==> src/rtl/dma_utils_pkg.sv <==
// -----------------------------------------------------------------------------
// dma_utils_pkg
// Shared types and constants for the DMA write path.
//   DMA_DATA_WIDTH : default W-channel data width (64 bits).
//   dma_w_st_t     : W streamer FSM state encoding.
//   axi_len_t      : AXI burst length field (beats-1).
//   beat_cnt_t     : 9-bit beat counter. It can hold len+1 = 256.
//   is_final_beat  : true when a beat counter is at the last beat of a burst.
// -----------------------------------------------------------------------------
package dma_utils_pkg;

    localparam int DMA_DATA_WIDTH = 64;

    typedef enum logic [1:0] {
        W_IDLE   = 2'd0,
        W_STREAM = 2'd1,
        W_DONE   = 2'd2
    } dma_w_st_t;

    typedef logic [7:0] axi_len_t;
    typedef logic [8:0] beat_cnt_t;

    // A counter has reached the final beat when it equals len (beats-1).
    function automatic logic is_final_beat(input beat_cnt_t cnt, input axi_len_t len);
        return cnt == {1'b0, len};
    endfunction

endpackage

==> src/rtl/dma_w_beat_reg.sv <==
// -----------------------------------------------------------------------------
// dma_w_beat_reg
// Single-entry holding register that drives the AXI4 W channel.
// A load captures a new beat. The register can accept a load when it is empty,
// or when its current beat is being handshaken in the same cycle. A handshake
// with no load empties the register. The held beat stays stable while it is
// stalled.
// Ports:
//   clk, rst         clock / asynchronous active-high reset
//   load_i           capture data_i/strb_i/last_i as the new beat
//   data_i, strb_i   beat payload
//   last_i           beat is the final beat of the burst
//   wready_i         AXI W ready
//   wvalid_o, wdata_o, wstrb_o, wlast_o   AXI W outputs (registered)
//   free_o           register can accept a load this cycle
//   hs_o             W handshake is taking place this cycle
// -----------------------------------------------------------------------------
module dma_w_beat_reg #(
    parameter int DATA_WIDTH = 64,
    parameter int STRB_WIDTH = DATA_WIDTH / 8
) (
    input  logic                  clk,
    input  logic                  rst,
    input  logic                  load_i,
    input  logic [DATA_WIDTH-1:0] data_i,
    input  logic [STRB_WIDTH-1:0] strb_i,
    input  logic                  last_i,
    input  logic                  wready_i,
    output logic                  wvalid_o,
    output logic [DATA_WIDTH-1:0] wdata_o,
    output logic [STRB_WIDTH-1:0] wstrb_o,
    output logic                  wlast_o,
    output logic                  free_o,
    output logic                  hs_o
);

    logic                  valid_q, valid_d;
    logic [DATA_WIDTH-1:0] data_q,  data_d;
    logic [STRB_WIDTH-1:0] strb_q,  strb_d;
    logic                  last_q,  last_d;

    assign hs_o   = valid_q && wready_i;
    assign free_o = !valid_q || wready_i;

    always_comb begin
        valid_d = valid_q;
        data_d  = data_q;
        strb_d  = strb_q;
        last_d  = last_q;
        if (load_i) begin
            // A load can coincide with a handshake. In that case the new beat
            // replaces the departing one, and valid stays high.
            valid_d = 1'b1;
            data_d  = data_i;
            strb_d  = strb_i;
            last_d  = last_i;
        end else if (valid_q && wready_i) begin
            valid_d = 1'b0;
            last_d  = 1'b0;
        end
    end

    always_ff @(posedge clk or posedge rst) begin
        if (rst) begin
            valid_q <= 1'b0;
            data_q  <= '0;
            strb_q  <= '0;
            last_q  <= 1'b0;
        end else begin
            valid_q <= valid_d;
            data_q  <= data_d;
            strb_q  <= strb_d;
            last_q  <= last_d;
        end
    end

    assign wvalid_o = valid_q;
    assign wdata_o  = data_q;
    assign wstrb_o  = strb_q;
    assign wlast_o  = last_q;

endmodule

==> src/rtl/dma_w_streamer.sv <==
// -----------------------------------------------------------------------------
// dma_w_streamer
// Read-side consumer of the DMA data FIFO. It pops beats from the FIFO and
// drives them onto the AXI4 W channel. Each accepted command produces one
// burst, and WLAST is set on the final beat. A one-cycle done pulse follows the
// WLAST handshake.
// Optional feature: define DMA_W_STATS_EN to add beats_sent_o. This is a
// saturating 32-bit count of every W handshake, and only rst clears it.
// Ports:
//   clk, rst           clock / asynchronous active-high reset
//   cmd_valid_i        burst command valid
//   cmd_ready_o        command accepted (high only in IDLE)
//   cmd_len_i          AXI len (beats-1)
//   cmd_last_strb_i    strobe for the final beat (other beats use all-ones)
//   fifo_empty_i       FIFO empty flag
//   fifo_data_i        FIFO head data
//   fifo_rd_o          FIFO pop (never asserted while empty)
//   wvalid_o, wready_i, wdata_o, wstrb_o, wlast_o   AXI W channel
//   done_o             one-cycle pulse after the WLAST handshake
//   beats_sent_o       (DMA_W_STATS_EN only) W handshake count
// -----------------------------------------------------------------------------
module dma_w_streamer
    import dma_utils_pkg::*;
#(
    parameter int DATA_WIDTH = DMA_DATA_WIDTH,
    parameter int STRB_WIDTH = DATA_WIDTH / 8
) (
    input  logic                  clk,
    input  logic                  rst,
    input  logic                  cmd_valid_i,
    output logic                  cmd_ready_o,
    input  logic [7:0]            cmd_len_i,
    input  logic [STRB_WIDTH-1:0] cmd_last_strb_i,
    input  logic                  fifo_empty_i,
    input  logic [DATA_WIDTH-1:0] fifo_data_i,
    output logic                  fifo_rd_o,
    output logic                  wvalid_o,
    input  logic                  wready_i,
    output logic [DATA_WIDTH-1:0] wdata_o,
    output logic [STRB_WIDTH-1:0] wstrb_o,
    output logic                  wlast_o,
    output logic                  done_o
`ifdef DMA_W_STATS_EN
    ,
    output logic [31:0]           beats_sent_o
`endif
);

    dma_w_st_t             state_q, state_d;
    axi_len_t              len_q, len_d;
    logic [STRB_WIDTH-1:0] last_strb_q, last_strb_d;
    beat_cnt_t             fetch_cnt_q, fetch_cnt_d;
    beat_cnt_t             sent_cnt_q, sent_cnt_d;

    logic                  beat_free;
    logic                  beat_hs;
    logic                  load;
    logic                  fetch_final;
    logic [STRB_WIDTH-1:0] beat_strb;

    // -------------------------------------------------------------------------
    // Fetch decision. Pop only while the burst still needs beats, the FIFO has
    // data, and the output register is empty or being drained this cycle.
    // -------------------------------------------------------------------------
    always_comb begin
        fetch_final = is_final_beat(fetch_cnt_q, len_q);
        load        = (state_q == W_STREAM)
                   && (fetch_cnt_q <= {1'b0, len_q})
                   && !fifo_empty_i
                   && beat_free;
        beat_strb   = fetch_final ? last_strb_q : '1;
    end

    assign fifo_rd_o = load;

    dma_w_beat_reg #(
        .DATA_WIDTH (DATA_WIDTH),
        .STRB_WIDTH (STRB_WIDTH)
    ) u_beat_reg (
        .clk      (clk),
        .rst      (rst),
        .load_i   (load),
        .data_i   (fifo_data_i),
        .strb_i   (beat_strb),
        .last_i   (fetch_final),
        .wready_i (wready_i),
        .wvalid_o (wvalid_o),
        .wdata_o  (wdata_o),
        .wstrb_o  (wstrb_o),
        .wlast_o  (wlast_o),
        .free_o   (beat_free),
        .hs_o     (beat_hs)
    );

    // -------------------------------------------------------------------------
    // FSM: state register
    // -------------------------------------------------------------------------
    always_ff @(posedge clk or posedge rst) begin
        if (rst) begin
            state_q <= W_IDLE;
        end else begin
            state_q <= state_d;
        end
    end

    // -------------------------------------------------------------------------
    // FSM: next-state logic
    // -------------------------------------------------------------------------
    always_comb begin
        state_d = state_q;
        case (state_q)
            W_IDLE:   if (cmd_valid_i) state_d = W_STREAM;
            W_STREAM: if (beat_hs && wlast_o) state_d = W_DONE;
            W_DONE:   state_d = W_IDLE;
            default:  state_d = W_IDLE;
        endcase
    end

    // -------------------------------------------------------------------------
    // FSM: outputs
    // -------------------------------------------------------------------------
    always_comb begin
        cmd_ready_o = (state_q == W_IDLE);
        done_o      = (state_q == W_DONE);
    end

    // -------------------------------------------------------------------------
    // Command latch and beat counters
    // -------------------------------------------------------------------------
    always_comb begin
        len_d       = len_q;
        last_strb_d = last_strb_q;
        fetch_cnt_d = fetch_cnt_q;
        sent_cnt_d  = sent_cnt_q;
        case (state_q)
            W_IDLE: begin
                if (cmd_valid_i) begin
                    len_d       = cmd_len_i;
                    last_strb_d = cmd_last_strb_i;
                    fetch_cnt_d = '0;
                    sent_cnt_d  = '0;
                end
            end
            W_STREAM: begin
                if (load)    fetch_cnt_d = fetch_cnt_q + 9'd1;
                if (beat_hs) sent_cnt_d  = sent_cnt_q + 9'd1;
            end
            default: ;
        endcase
    end

    always_ff @(posedge clk or posedge rst) begin
        if (rst) begin
            len_q       <= '0;
            last_strb_q <= '0;
            fetch_cnt_q <= '0;
            sent_cnt_q  <= '0;
        end else begin
            len_q       <= len_d;
            last_strb_q <= last_strb_d;
            fetch_cnt_q <= fetch_cnt_d;
            sent_cnt_q  <= sent_cnt_d;
        end
    end

`ifdef DMA_W_STATS_EN
    // -------------------------------------------------------------------------
    // Saturating W handshake counter
    // -------------------------------------------------------------------------
    logic [31:0] beats_q, beats_d;

    always_comb begin
        beats_d = beats_q;
        if (beat_hs && (beats_q != 32'hFFFF_FFFF)) beats_d = beats_q + 32'd1;
    end

    always_ff @(posedge clk or posedge rst) begin
        if (rst) begin
            beats_q <= '0;
        end else begin
            beats_q <= beats_d;
        end
    end

    assign beats_sent_o = beats_q;
`endif

endmodule
==> config.mk <==
export PLATFORM = sky130hd
export DESIGN_NAME = dma_w_streamer
export DESIGN_NICKNAME = d
export VERILOG_FILES = /design/src/rtl/dma_utils_pkg.sv /design/src/rtl/dma_w_beat_reg.sv /design/src/rtl/dma_w_streamer.sv
export SDC_FILE = /design/constraint.sdc
export NUM_CORES = 1
export LEC_CHECK = 0
export BUFFER_PORTS_ARGS = -buffer_cell sky130_fd_sc_hd__buf_2
export CAP_MARGIN = 15
export CORE_UTILIZATION = 45
export DETAILED_ROUTE_END_ITERATION = 10
export GPL_TIMING_DRIVEN = 0
export PLACE_DENSITY = 0.77
export SLEW_MARGIN = 20
export SYNTH_ARGS = -nofsm -noshare
export SYNTH_HDL_FRONTEND = slang
export SYNTH_HIERARCHICAL = 1
export SYNTH_SLANG_ARGS = --single-unit
==> constraint.sdc <==
create_clock -name clk -period 2.8 [get_ports clk]
set_clock_uncertainty 0.1 [all_clocks]
set_input_delay 0.14 -clock clk [delete_from_list [all_inputs] [get_ports clk]]
set_output_delay 0.14 -clock clk [all_outputs]
set_load 0.05 [all_outputs]
==> results by group, run 1 <==
Synthesis
  – Warnings, synthesis: 6
  – Post-Syn Area: around 4400 um^2
  – Compound-gate portion of the synthesized area: 0.0426
  – Yosys cell types: 38
  – Mean area per synthesized cell: 13.6 um^2
  – EDFF count, synth: 0
  – Area share of fa/ha/maj cells after synthesis: 0.0255
  – Share of synthesized flip-flops with an asynchronous set or reset: 1.00
  – Share of the synthesized area in the top cell type: 0.573
  – Most used DFF post-synth: dfrtp_1
  – Syn Inst Count: 323
  – Synth top cells by count: dfrtp_1 (101), mux2_4 (48), nand2_1 (43)
  – Post-synthesis mux area share: 0.227
  – Flops & latches, synth: 101
  – Post-Synth XOR/XNOR Area: 0
  – Sequential share of the synthesized area: 0.573
  – Simple-Gate Fraction of Synth Area: 0.0959
  – Largest family of logic cells by synthesized area: multiplexers
  – Synth area leaders: dfrtp_1 (57%), mux2_4 (16%), mux2_2 (6.1%), nand2_1 (3.7%), ha_1 (2.6%)
  – Most common cell in the netlist: dfrtp_1
  – Net Count, Synth: 417
  – Dominant cell type by area after synthesis: dfrtp_1

Critical path
  – Element type at the critical path end: flip-flop
  – Crit path DAT: 2890 ps
  – CP Data Required Time: 2940 ps
  – Crit-path max FO: 10
  – Setup CP Type: flip-flop to flip-flop
  – Worst setup SP type: flip-flop

Pwr
  – Part of the power in the clock network: 0.115
  – Logic pwr share: 0.591
  – Sw frac: 0.471
  – VDD IR max: around 0.85 mV
  – Pleak: 3.27 nW
  – Internal: 0.00451 W
  – Pwr Density: between 1000 and 1500 nW/um^2
  – Sequential Power Share: 0.294
  – Sw power: 0.00402 W

CTS
  – CTS tree: done
  – CTS H-tree depth: 3
  – Root buffer cell: clkbuf_8
  – Clk_lat worst skew: 360 ps
  – Max Buffers Root-to-Sink: 2
  – Clock-pin slew on the worst setup and hold paths: 100 ps
  – Sink Count: 101
  – Num CTS Buffers: 9

Placement
  – RePlAce Congestion: around 0.81
  – Port buffer count: approximately 160
  – Inst Count DP: 614
  – Dpl cell area: 5430 um^2
  – HPWL Detailed: around 7.5 mm

Timing
  – Final setup viols: 0
  – Period utilization: 0.980
  – Worst-Margin Slew: 978 ps
  – Pins over their slew limit: 0
  – Slew margin rel.: 0.344
  – Final hold vios: 0
  – FMAX: approximately 360 MHz
  – Min Hold Slack: around 48 ps
  – Final min period: 2740 ps

Floorplanning
  – Die H: just over 100 um
  – Starting Density: 0.470
  – Core area: 9370 um^2
  – Full die area: roughly 10000 um^2
  – IO Pins: 162
  – Cell row count: 35
  – Die width: 101 um

Drt
  – WL/cell: 18.0 um
  – Final wirelength: 13.0 mm
  – Vias per Instance: between 4 and 5
  – First drt pass iteration count: 4
  – Drt initial violations: 133
  – Routed vias: 3623
  – Post-route ant nets: 0
  – Residual DRC: 0

Job
  – Maxcap violations: 0

GRT
  – Initial antenna violation count: 0
  – Total gr overflow: 0
  – Pin count of the biggest net entering global routing: 57
  – Total global-route track usage: 0.249
  – First-pass GRT wire length: 19.2 mm
  – Number of global-route vias before repair: 3958

Hold path
  – Worst Hold Class: input port to flip-flop

Layout
  – Fraction of layout cells with a size suffix above 1: 0.501
  – Final non-filler cell total: 726
  – Cell area after layout: about 6800 um^2
  – Area delta synth->final: 53.8%
  – Layout net count: 686
  – N_diodes: 0

Outcome
  – Status: finished, final reports clean
-- metal layers --
layer / GRT usage / wire length, um
met2: 0.470 / 7110
met3: 0.0465 / 716
met5: 0 / 0
met1: 0.269 / 4770
met4: 0.110 / 450
-- kinds of logic (layout without fill, tap and decap cells) --
| group | count (synthesis) | after routing |
|---|---|---|
| and+or+nand+nor | 83 | 83 |
| muxes | 73 | 73 |
| adders and majority gates | 9 | 9 |
| AOI/OAI and AO/OA | 30 | 30 |
| DFF | 101 | 101 |
| buffers and inverters | 27 | 301 |
-- stage by stage --
step	TNS, ps	utilization	total power, W	setup slack (ps)
4_1_cts	-1420	0.704	0.00820	-44.2
3_5_place_dp	-8380	0.580	0.00689	-143
3_3_place_gp	-20810	0.576	0.00675	-232
5_1_grt	-30.7	0.724	0.00888	-11.7
2_1_floorplan	-4340	-	0.00590	-75.1
6_report	0	0.724	0.00852	55.5
-- layout by cell type (no fill, tap or decap), types with 3 or more instances in the layout --
cell and instances:
a21oi_1 7, and3_1 3, buf_12 6, buf_2 160
buf_4 12, clkbuf_1 3, clkbuf_16 4, clkbuf_8 10
dfrtp_1 99, dlygate4sd3_1 81, ha_1 5, ha_4 4
inv_1 8, inv_2 3, mux2_2 24, mux2_4 48
nand2_1 43, nand2b_1 3, nand3_1 6, o21ai_0 10
o31ai_1 5, or2_2 8, or4_1 4
-- power by group through the flow --
| stage | combinational [W] | sequential (W) | clock, W |
|---|---|---|---|
| 6_report | 0.00503 | 0.00251 | 0.000983 |
| 3_3_place_gp | 0.00431 | 0.00245 | 0 |
| 4_1_cts | 0.00473 | 0.00247 | 0.00101 |
| 2_1_floorplan | 0.00168 | 0.00422 | 0 |
| 3_5_place_dp | 0.00441 | 0.00249 | 0 |
| 5_1_grt | 0.00525 | 0.00258 | 0.00106 |
-- final cells by class --
cell class                 count  area [um^2]
fill                         643         2590
inverter                      14         58.8
multi-input combinational    195         1780
clock inverter                 6         76.3
sequential                   101         2530
clock buffer                  10          138
tap                          129          161
timing repair buffer         259         1890
buffer                        12          150
-- flip-flops by register name, indices dropped and copies added, names as in the netlist --
name and count:
u_beat_reg/wstrb_o 8, len_q 8, u_beat_reg/wvalid_o 1, state_q 2
u_beat_reg/wdata_o 64, u_beat_reg/wlast_o 1, fetch_cnt_q 9, last_strb_q 8
-- repair_timing --
action,in CTS,in global routing
hold buffers,81,0
cloned,2,4
resized for setup,12,9
setup buffers,4,6
setup endpoints to repair,73,73
endpoints found under the hold margin,181,0
pin swaps,1,5
-- worst paths after layout --
kind | cells past startpoint | slack, ps | start | end
max | 9 | 60 | fetch_cnt_q[4] | u_beat_reg/wdata_o[44]
min | 3 | 50 | wready_i | u_beat_reg/wlast_o
max reg2reg | 9 | 60 | fetch_cnt_q[4] | u_beat_reg/wdata_o[44]
min reg2reg | 2 | 380 | last_strb_q[3] | last_strb_q[3]
max in group asynchronous | 3 | 1730 | rst | fetch_cnt_q[1]
min in group asynchronous | 3 | 200 | rst | u_beat_reg/wstrb_o[7]
-- worst max-delay path, stage by stage (launching register included) --
cell	delay (ps)
dfrtp_2	460
ha_4	240
and4_4	190
a221o_1	340
o211a_4	260
or2_4	260
clkinvlp_4	160
buf_12	170
buf_12	150
mux2_4	310
(Power assumes the default switching activity.)
==> run 2, diff against run 1 <==
--- a/config.mk
+++ b/config.mk
@@ -11,6 +11,7 @@
 export DETAILED_ROUTE_END_ITERATION = 10
 export GPL_TIMING_DRIVEN = 0
 export PLACE_DENSITY = 0.77
+export RECOVER_POWER = 25
 export SLEW_MARGIN = 20
 export SYNTH_ARGS = -nofsm -noshare
 export SYNTH_HDL_FRONTEND = slang
==> run 2 against run 1 <==
  * Register-to-register slack about the same
  * Design area down 0.37%
  * Count of clock-buffer cells in the layout unchanged
  * Sequential cell count unchanged
  * Worst hold slack worse by 2.1 ps
  * Non-clock buffer count unchanged
  * Final cell count unchanged
  * Global-route usage unchanged
==> results by group, run 2 (synthesis gave the netlist of run 1 again) <==
Critical path
  – Worst setup SP type: flip-flop
  – Critical R2R Launch: fetch_cnt_q[4]
  – Reg-to-reg slack, setup: 50 ps (about the same)
  – Crit path DAT: 2890 ps (about the same)
  – Setup CP Type: flip-flop to flip-flop
  – Setup crit end: u_beat_reg/wdata_o[44]
  – Worst-path cell chain: ha_4, and4_4, a221o_1, o211a_4, or2_4, clkinvlp_4, buf_12, buf_12, mux2_4
  – Beginning of the critical path: fetch_cnt_q[4]
  – R2R cell count: 9 (unchanged)
  – Buf/Inv on CP: 3 (unchanged)
  – Delay-heaviest family, CP: compound AO/OA/AOI/OAI gates
  – Element type at the critical path end: flip-flop
  – CP Depth: 9 (unchanged)
  – RR Endpoint: u_beat_reg/wdata_o[44]
  – CP Data Required Time: 2940 ps (about the same)
  – Slowest stage cell on the critical path: dfrtp_2
  – Crit path largest cell delay: 460 ps (about the same)
  – Worst path most repeated cell: buf_12
  – Crit-path max FO: 10 (unchanged)

Pwr
  – VDD IR max: 0.850 mV (about the same)
  – Pleak: 3.26 nW (-0.48%)
  – Pwr Density: 1260 nW/um^2 (+0.31%)

GRT
  – Total global-route track usage: 0.249 (unchanged)
  – Pin count of the biggest net entering global routing: 57 (unchanged)
  – Number of global-route vias before repair: 3958 (unchanged)
  – First-pass GRT wire length: 19.2 mm (unchanged)
  – Total gr overflow: 0 (unchanged)
  – Initial antenna violation count: 0 (unchanged)

Drt
  – First drt pass iteration count: 4 (unchanged)
  – Metal-1 WL: 4.80 mm (+0.50%)
  – Post-route ant nets: 0 (unchanged)
  – Routed vias: 3620 (-0.083%)
  – Residual DRC: 0 (unchanged)
  – Uppermost layer routed: met4
  – Drt initial violations: 124 (-6.8%)
  – Final wirelength: 13.1 mm (+0.33%)
  – Routed met2 length: 7.15 mm (+0.53%)
  – Routed length on met3: 721 um (+0.70%)
  – WL/cell: 18.0 um (+0.33%)
  – Vias per Instance: 4.99 (about the same)

Timing
  – Final min period: 2750 ps (+4.57 ps)
  – Min Hold Slack: 45.7 ps (-2.08 ps)
  – Slew margin rel.: 0.0782 (-0.265)
  – Period utilization: 0.982 (+0.00163)
  – Final hold vios: 0 (unchanged)
  – FMAX: 364 MHz (-0.17%)
  – Worst setup margin: 51.0 ps (-4.57 ps)
  – Worst-Margin Slew: 1380 ps (+404 ps)
  – Pins over their slew limit: 0 (unchanged)
  – Final setup viols: 0 (unchanged)

Hold path
  – Worst Hold Class: input port to flip-flop

Layout
  – Fraction of layout cells with a size suffix above 1: 0.499 (-0.00168)
  – Area delta synth->final: 53.3%
  – Layout net count: 686 (unchanged)
  – Commonest non-fill, non-tap cell in the layout: buf_2
  – Most frequent cells in the layout: buf_2 (159), dfrtp_1 (99), dlygate4sd3_1 (81)
  – FILL cells: 648 (+0.78%)
  – N_diodes: 0 (unchanged)
  – Max reg flops: 64 (unchanged)
  – Final non-filler cell total: 726 (unchanged)

Placement
  – Port buffer count: 161 (unchanged)
  – Place WS: -143 ps (unchanged)
  – HPWL Detailed: 7.50 mm (unchanged)
  – RePlAce Congestion: 0.806 (unchanged)
  – Inst Count DP: 614 (unchanged)

CTS
  – Max Buffers Root-to-Sink: 2 (unchanged)
  – Clock-pin slew on the worst setup and hold paths: 100 ps (about the same)
  – Clk_lat worst skew: 360 ps (about the same)
  – Root buffer cell: clkbuf_8
  – CTS tree: done
  – Sink Count: 101 (unchanged)
  – CTS H-tree depth: 3 (unchanged)
  – Num CTS Buffers: 9 (unchanged)

Floorplanning
  – IO Pins: 162 (unchanged)
  – Die width: 101 um (unchanged)
  – Die H: 101 um (unchanged)
  – Cell row count: 35 (unchanged)
  – Starting Density: 0.470 (unchanged)
  – Full die area: 10200 um^2 (unchanged)
  – Core area: 9370 um^2 (unchanged)

Job
  – Maxcap violations: 0 (unchanged)

Outcome
  – Status: finished, final reports clean
## run 2: changes by cell type in the layout (fill, tap and decap cells not counted), sizes merged
| cell | delta |
|---|---|
| buf | -2 |
| clkinvlp | +1 |
| inv | -1 |
| clkbuf | +2 |
## run 2: worst min-delay path, delay by kind of cell
kind                   cells  cell delay [ps]
and+or+nand+nor            1              160
buffers and inverters      1               90
AOI/OAI and AO/OA          1               80
## run 2: report_power, final
group          switching, W  internal (W)
Clock              0.000530      0.000454
Sequential         0.000399       0.00211
Combinational       0.00309       0.00194
## run 2: how the worst min path moves through the flow
stage	start	to	slack, ps	cells after the start
finish	wready_i	u_beat_reg/wlast_o	50	3
global route	wready_i	u_beat_reg/wlast_o	50	3
CTS	wready_i	u_beat_reg/wlast_o	30	3
detailed placement	rst	u_beat_reg/wstrb_o[2]	20	2
global placement	cmd_last_strb_i[0]	last_strb_q[0]	240	3
floorplan	rst	fetch_cnt_q[0]	90	1
## run 2: through the flow
step,utilization,total power [W],cell area [um^2],TNS [ps]
after floorplan,-,0.00590,4430,-4340
after global placement,0.576,0.00675,5400,-20810
after detailed placement,0.580,0.00689,5430,-8380
after CTS,0.704,0.00820,6600,-1420
after global routing,0.721,0.00888,6760,-30.7
final,0.721,0.00852,6760,0
## run 2: layout make-up
cell class	count	area, um^2	share of cell area
repair buffers	259	1860	0.276
plain buffers	12	150	0.0222
well taps	129	161	0.0239
inverters	14	57.6	0.00852
clock inverters	6	76.3	0.0113
multi-input cells	195	1780	0.264
flip-flops and latches	101	2530	0.374
clock buffers	10	138	0.0204
## run 2: what timing repair did
item / CTS / global route
resized for setup: 12 / 9
hold buffers: 81 / 0
endpoints found under the hold margin: 181 / 0
setup endpoints to repair: 73 / 73
pin swaps: 1 / 5
buffers inserted: 4 / 6
gates cloned: 2 / 4
## run 2: metal layers
metal / vias up / track usage
li1: 1656 / -
met1: 1789 / 0.269
met2: 145 / 0.470
met3: 30 / 0.0465
met4: 0 / 0.110
met5: - / 0
==> run 3, diff against run 2 <==
--- a/config.mk
+++ b/config.mk
@@ -7,13 +7,13 @@
 export LEC_CHECK = 0
 export BUFFER_PORTS_ARGS = -buffer_cell sky130_fd_sc_hd__buf_2
 export CAP_MARGIN = 15
-export CORE_UTILIZATION = 45
+export CORE_MARGIN = 4
+export CORE_UTILIZATION = 44
 export DETAILED_ROUTE_END_ITERATION = 10
 export GPL_TIMING_DRIVEN = 0
-export PLACE_DENSITY = 0.77
+export PLACE_DENSITY = 0.75
 export RECOVER_POWER = 25
 export SLEW_MARGIN = 20
 export SYNTH_ARGS = -nofsm -noshare
 export SYNTH_HDL_FRONTEND = slang
-export SYNTH_HIERARCHICAL = 1
 export SYNTH_SLANG_ARGS = --single-unit
==> run 3 against run 2 <==
  * The run now ends with max-capacitance violations, max-slew violations left
  * Global-route usage decreased by 3.5 points
  * Critical path depth fell by 1
  * Clock power down 3.4%
  * Worst setup slack gained 78 ps
  * Synthesized cell count decreased by 1.5%
  * Design area fell by 4.4%
  * Critical path type is now flip-flop to output port
  * Largest power group unchanged
==> results by group, run 3 <==
Drt
  – WL/cell: 16.8 um (-7.1%)
  – Routed met2 length: 6.19 mm (-13%)
  – Uppermost layer routed: met4
  – Residual DRC: 0 (unchanged)
  – Routed length on met3: 739 um (+2.5%)
  – Routed vias: 3502 (-3.3%)
  – Vias per Instance: 4.88 (-2.0%)
  – Post-route ant nets: 0 (unchanged)
  – Drt initial violations: 242 (+95%)
  – Metal-1 WL: 4.80 mm (about the same)
  – Final wirelength: 12.0 mm (-8.2%)
  – First drt pass iteration count: 4 (unchanged)

Floorplanning
  – Starting Density: 0.449 (-0.0217)
  – Core area: 9680 um^2 (+3.3%)
  – Cell row count: 36 (+2.9%)
  – IO Pins: 162 (unchanged)
  – Die width: 107 um (+6.3%)
  – Die H: 107 um (+6.3%)
  – Full die area: 11500 um^2 (+13%)

GRT
  – First-pass GRT wire length: 19.3 mm (+0.79%)
  – Number of global-route vias before repair: 3768 (-4.8%)
  – Pin count of the biggest net entering global routing: 32 (-44%)
  – Initial antenna violation count: 0 (unchanged)
  – Total global-route track usage: 0.214 (-0.0353)
  – Total gr overflow: 0 (unchanged)

Synthesis
  – Share of the synthesized area in the top cell type: 0.582 (+0.00825)
  – Most common cell in the netlist: dfrtp_1
  – Warnings, synthesis: 0 (-6)
  – Post-Synth XOR/XNOR Area: 0 (unchanged)
  – Mean area per synthesized cell: 13.7 um^2 (+0.13%)
  – Sequential share of the synthesized area: 0.582 (+0.00825)
  – Post-Syn Area: 4350 um^2 (-1.4%)
  – Share of synthesized flip-flops with an asynchronous set or reset: 1.00 (unchanged)
  – Largest family of logic cells by synthesized area: multiplexers
  – Dominant cell type by area after synthesis: dfrtp_1
  – EDFF count, synth: 0 (unchanged)
  – Yosys cell types: 37 (-2.6%)
  – Flops & latches, synth: 101 (unchanged)
  – Most used DFF post-synth: dfrtp_1
  – Area share of fa/ha/maj cells after synthesis: 0.0259 (+0.000368)
  – Net Count, Synth: 412 (-1.2%)
  – Post-synthesis mux area share: 0.211 (-0.0157)
  – Compound-gate portion of the synthesized area: 0.0688 (+0.0262)
  – Synth top cells by count: dfrtp_1 (101), mux2_4 (50), nand2_1 (47)
  – Synth area leaders: dfrtp_1 (58%), mux2_4 (17%), nand2_1 (4.1%), mux2_2 (3.6%), ha_1 (2.6%)
  – Syn Inst Count: 318 (-1.5%)
  – Simple-Gate Fraction of Synth Area: 0.0806 (-0.0153)

Timing
  – Final hold vios: 0 (unchanged)
  – Pins over their slew limit: 26 (+26)
  – Worst-Margin Slew: 1500 ps (+118 ps)
  – Worst setup margin: 129 ps (+78.3 ps)
  – Final min period: 2670 ps (-78.3 ps)
  – Period utilization: 0.954 (-0.0280)
  – Setup TNS: 0 ps (unchanged)
  – FMAX: 374 MHz (+2.9%)
  – Final setup viols: 0 (unchanged)
  – Slew margin rel.: -0.000268 (-0.0784)

Layout
  – Most frequent cells in the layout: buf_2 (161), dfrtp_1 (98), dlygate4sd3_1 (82)
  – Area delta synth->final: 48.6%
  – Fraction of layout cells with a size suffix above 1: 0.457 (-0.0420)
  – Cell area after layout: 6460 um^2 (-4.4%)
  – FILL cells: 682 (+5.2%)
  – Commonest non-fill, non-tap cell in the layout: buf_2
  – Layout net count: 673 (-1.9%)
  – Footprint of the multi-input gates: 1720 um^2 (-3.7%)
  – Sequential cell area: 2530 um^2 (about the same)
  – N_diodes: 0 (unchanged)
  – Final non-filler cell total: 717 (-1.2%)
  – Max reg flops: 64 (unchanged)

CTS
  – Max Buffers Root-to-Sink: 2 (unchanged)
  – Clk_lat worst skew: 360 ps (about the same)
  – Root buffer cell: clkbuf_8
  – Sink Count: 101 (unchanged)
  – CTS H-tree depth: 3 (unchanged)
  – CTS tree: done
  – Clock-pin slew on the worst setup and hold paths: 100 ps (about the same)
  – Num CTS Buffers: 9 (unchanged)

Outcome
  – Violated checks: max-capacitance violations, max-slew violations
  – Status: finished, violations left

Placement
  – Inst Count DP: 615 (+0.16%)
  – Dpl cell area: 5380 um^2 (-0.92%)
  – Port buffer count: 161 (unchanged)
  – HPWL Detailed: 7.82 mm (+4.3%)
  – RePlAce Congestion: 0.901 (+12%)
  – Place WS: -20.1 ps (+123 ps)

Pwr
  – VDD IR max: 0.700 mV (-18%)
  – Pwr Density: 1320 nW/um^2 (+4.6%)
  – Pleak: 3.17 nW (-2.7%)

Critical path
  – Element type at the critical path end: output port
  – Worst-path cell chain: ha_1, nand3_1, o21bai_1, a2111o_1, nand2_2, inv_2, buf_6, buf_4
  – Slowest stage cell on the critical path: a2111o_1
  – Worst setup SP type: flip-flop
  – Crit-path max FO: 19 (+9)
  – Buf/Inv on CP: 3 (unchanged)
  – Crit path largest cell delay: 470 ps (about the same)
  – Reg-to-reg slack, setup: 230 ps (+180 ps)
  – Delay-heaviest family, CP: compound AO/OA/AOI/OAI gates
  – Crit path DAT: 2430 ps (-460 ps)
  – CP Data Required Time: 2560 ps (-380 ps)
  – Setup CP Type: flip-flop to output port

Hold path
  – Worst Hold Class: input port to flip-flop

Job
  – Maxcap violations: 1 (+1)
==> run 3: cell count changes after synthesis, sizes merged, moves of 5 or more <==
cell / before / now
mux2: 72 / 64
a21oi: 7 / 2
a31oi: 0 / 6
nand2: 43 / 48
o31ai: 5 / 0
o22a: 0 / 8
or2: 9 / 0
==> run 3: path summary, 6_finish.rpt <==
| check | startpoint | end | cells after the start |
|---|---|---|---|
| max | fetch_cnt_q[3] | fifo_rd_o | 8 |
| min | cmd_valid_i | fetch_cnt_q[1] | 4 |
| max reg2reg | fetch_cnt_q[3] | u_beat_reg.wdata_o[4] | 9 |
| max in group asynchronous | rst | u_beat_reg.wdata_o[26] | 4 |
| min in group asynchronous | rst | u_beat_reg.wdata_o[42] | 3 |
| min reg2reg | last_strb_q[7] | last_strb_q[7] | 2 |
==> run 3: cell families (layout without fill, tap and decap cells) <==
family / after synthesis / in the layout
adder cells (fa/ha/maj): 9 / 9
AO/OA/AOI/OAI: 42 / 42
buffers and inverters: 24 / 290
flip-flops: 101 / 101
multiplexers: 65 / 65
AND/OR/NAND/NOR: 77 / 77
==> run 3: power by group <==
group          switching [W]  internal (W)  leakage [nW]
logic                0.00316       0.00186          1.89
registers           0.000400       0.00214          1.18
clock network       0.000522      0.000429         0.104
total                0.00409       0.00443          3.17
==> run 3: layout make-up <==
type                       count  area share
multi-input combinational    193       0.266
timing repair buffer         251       0.264
buffer                        11      0.0136
tap                          133      0.0258
clock inverter                 7      0.0128
clock buffer                   9      0.0192
sequential                   101       0.392
inverter                      12     0.00717
==> run 3: timing repair <==
action,in CTS,in global routing
setup endpoints to repair,1,1
pin swaps,1,1
hold buffers,82,0
gates resized for setup,4,6
endpoints found under the hold margin,151,0
setup buffers,1,4
==> run 3: stage by stage <==
| step | power [W] | utilization | hold WS (ps) |
|---|---|---|---|
| after floorplan | 0.00628 | - | 145 |
| after global placement | 0.00719 | 0.549 | 232 |
| after detailed placement | 0.00733 | 0.556 | 50.0 |
| after CTS | 0.00843 | 0.663 | 38.2 |
| after global routing | 0.00897 | 0.667 | 51.9 |
| final | 0.00852 | 0.667 | 50.4 |
==> run 3: per-layer routing <==
metal | GRT usage | up-vias
met5 | 0 | -
met4 | 0.0739 | 0
met3 | 0.0528 | 24
met2 | 0.378 | 135
met1 | 0.253 | 1703
li1 | - | 1640
==> run 3: worst register-to-register path: stages (launching register included) <==
cell and delay [ps]:
dfrtp_2 450, ha_1 320, nand3_1 90, o21bai_1 200
a2111o_1 470, nand2_2 110, inv_2 50, buf_6 170
buf_6 180, mux2_4 310
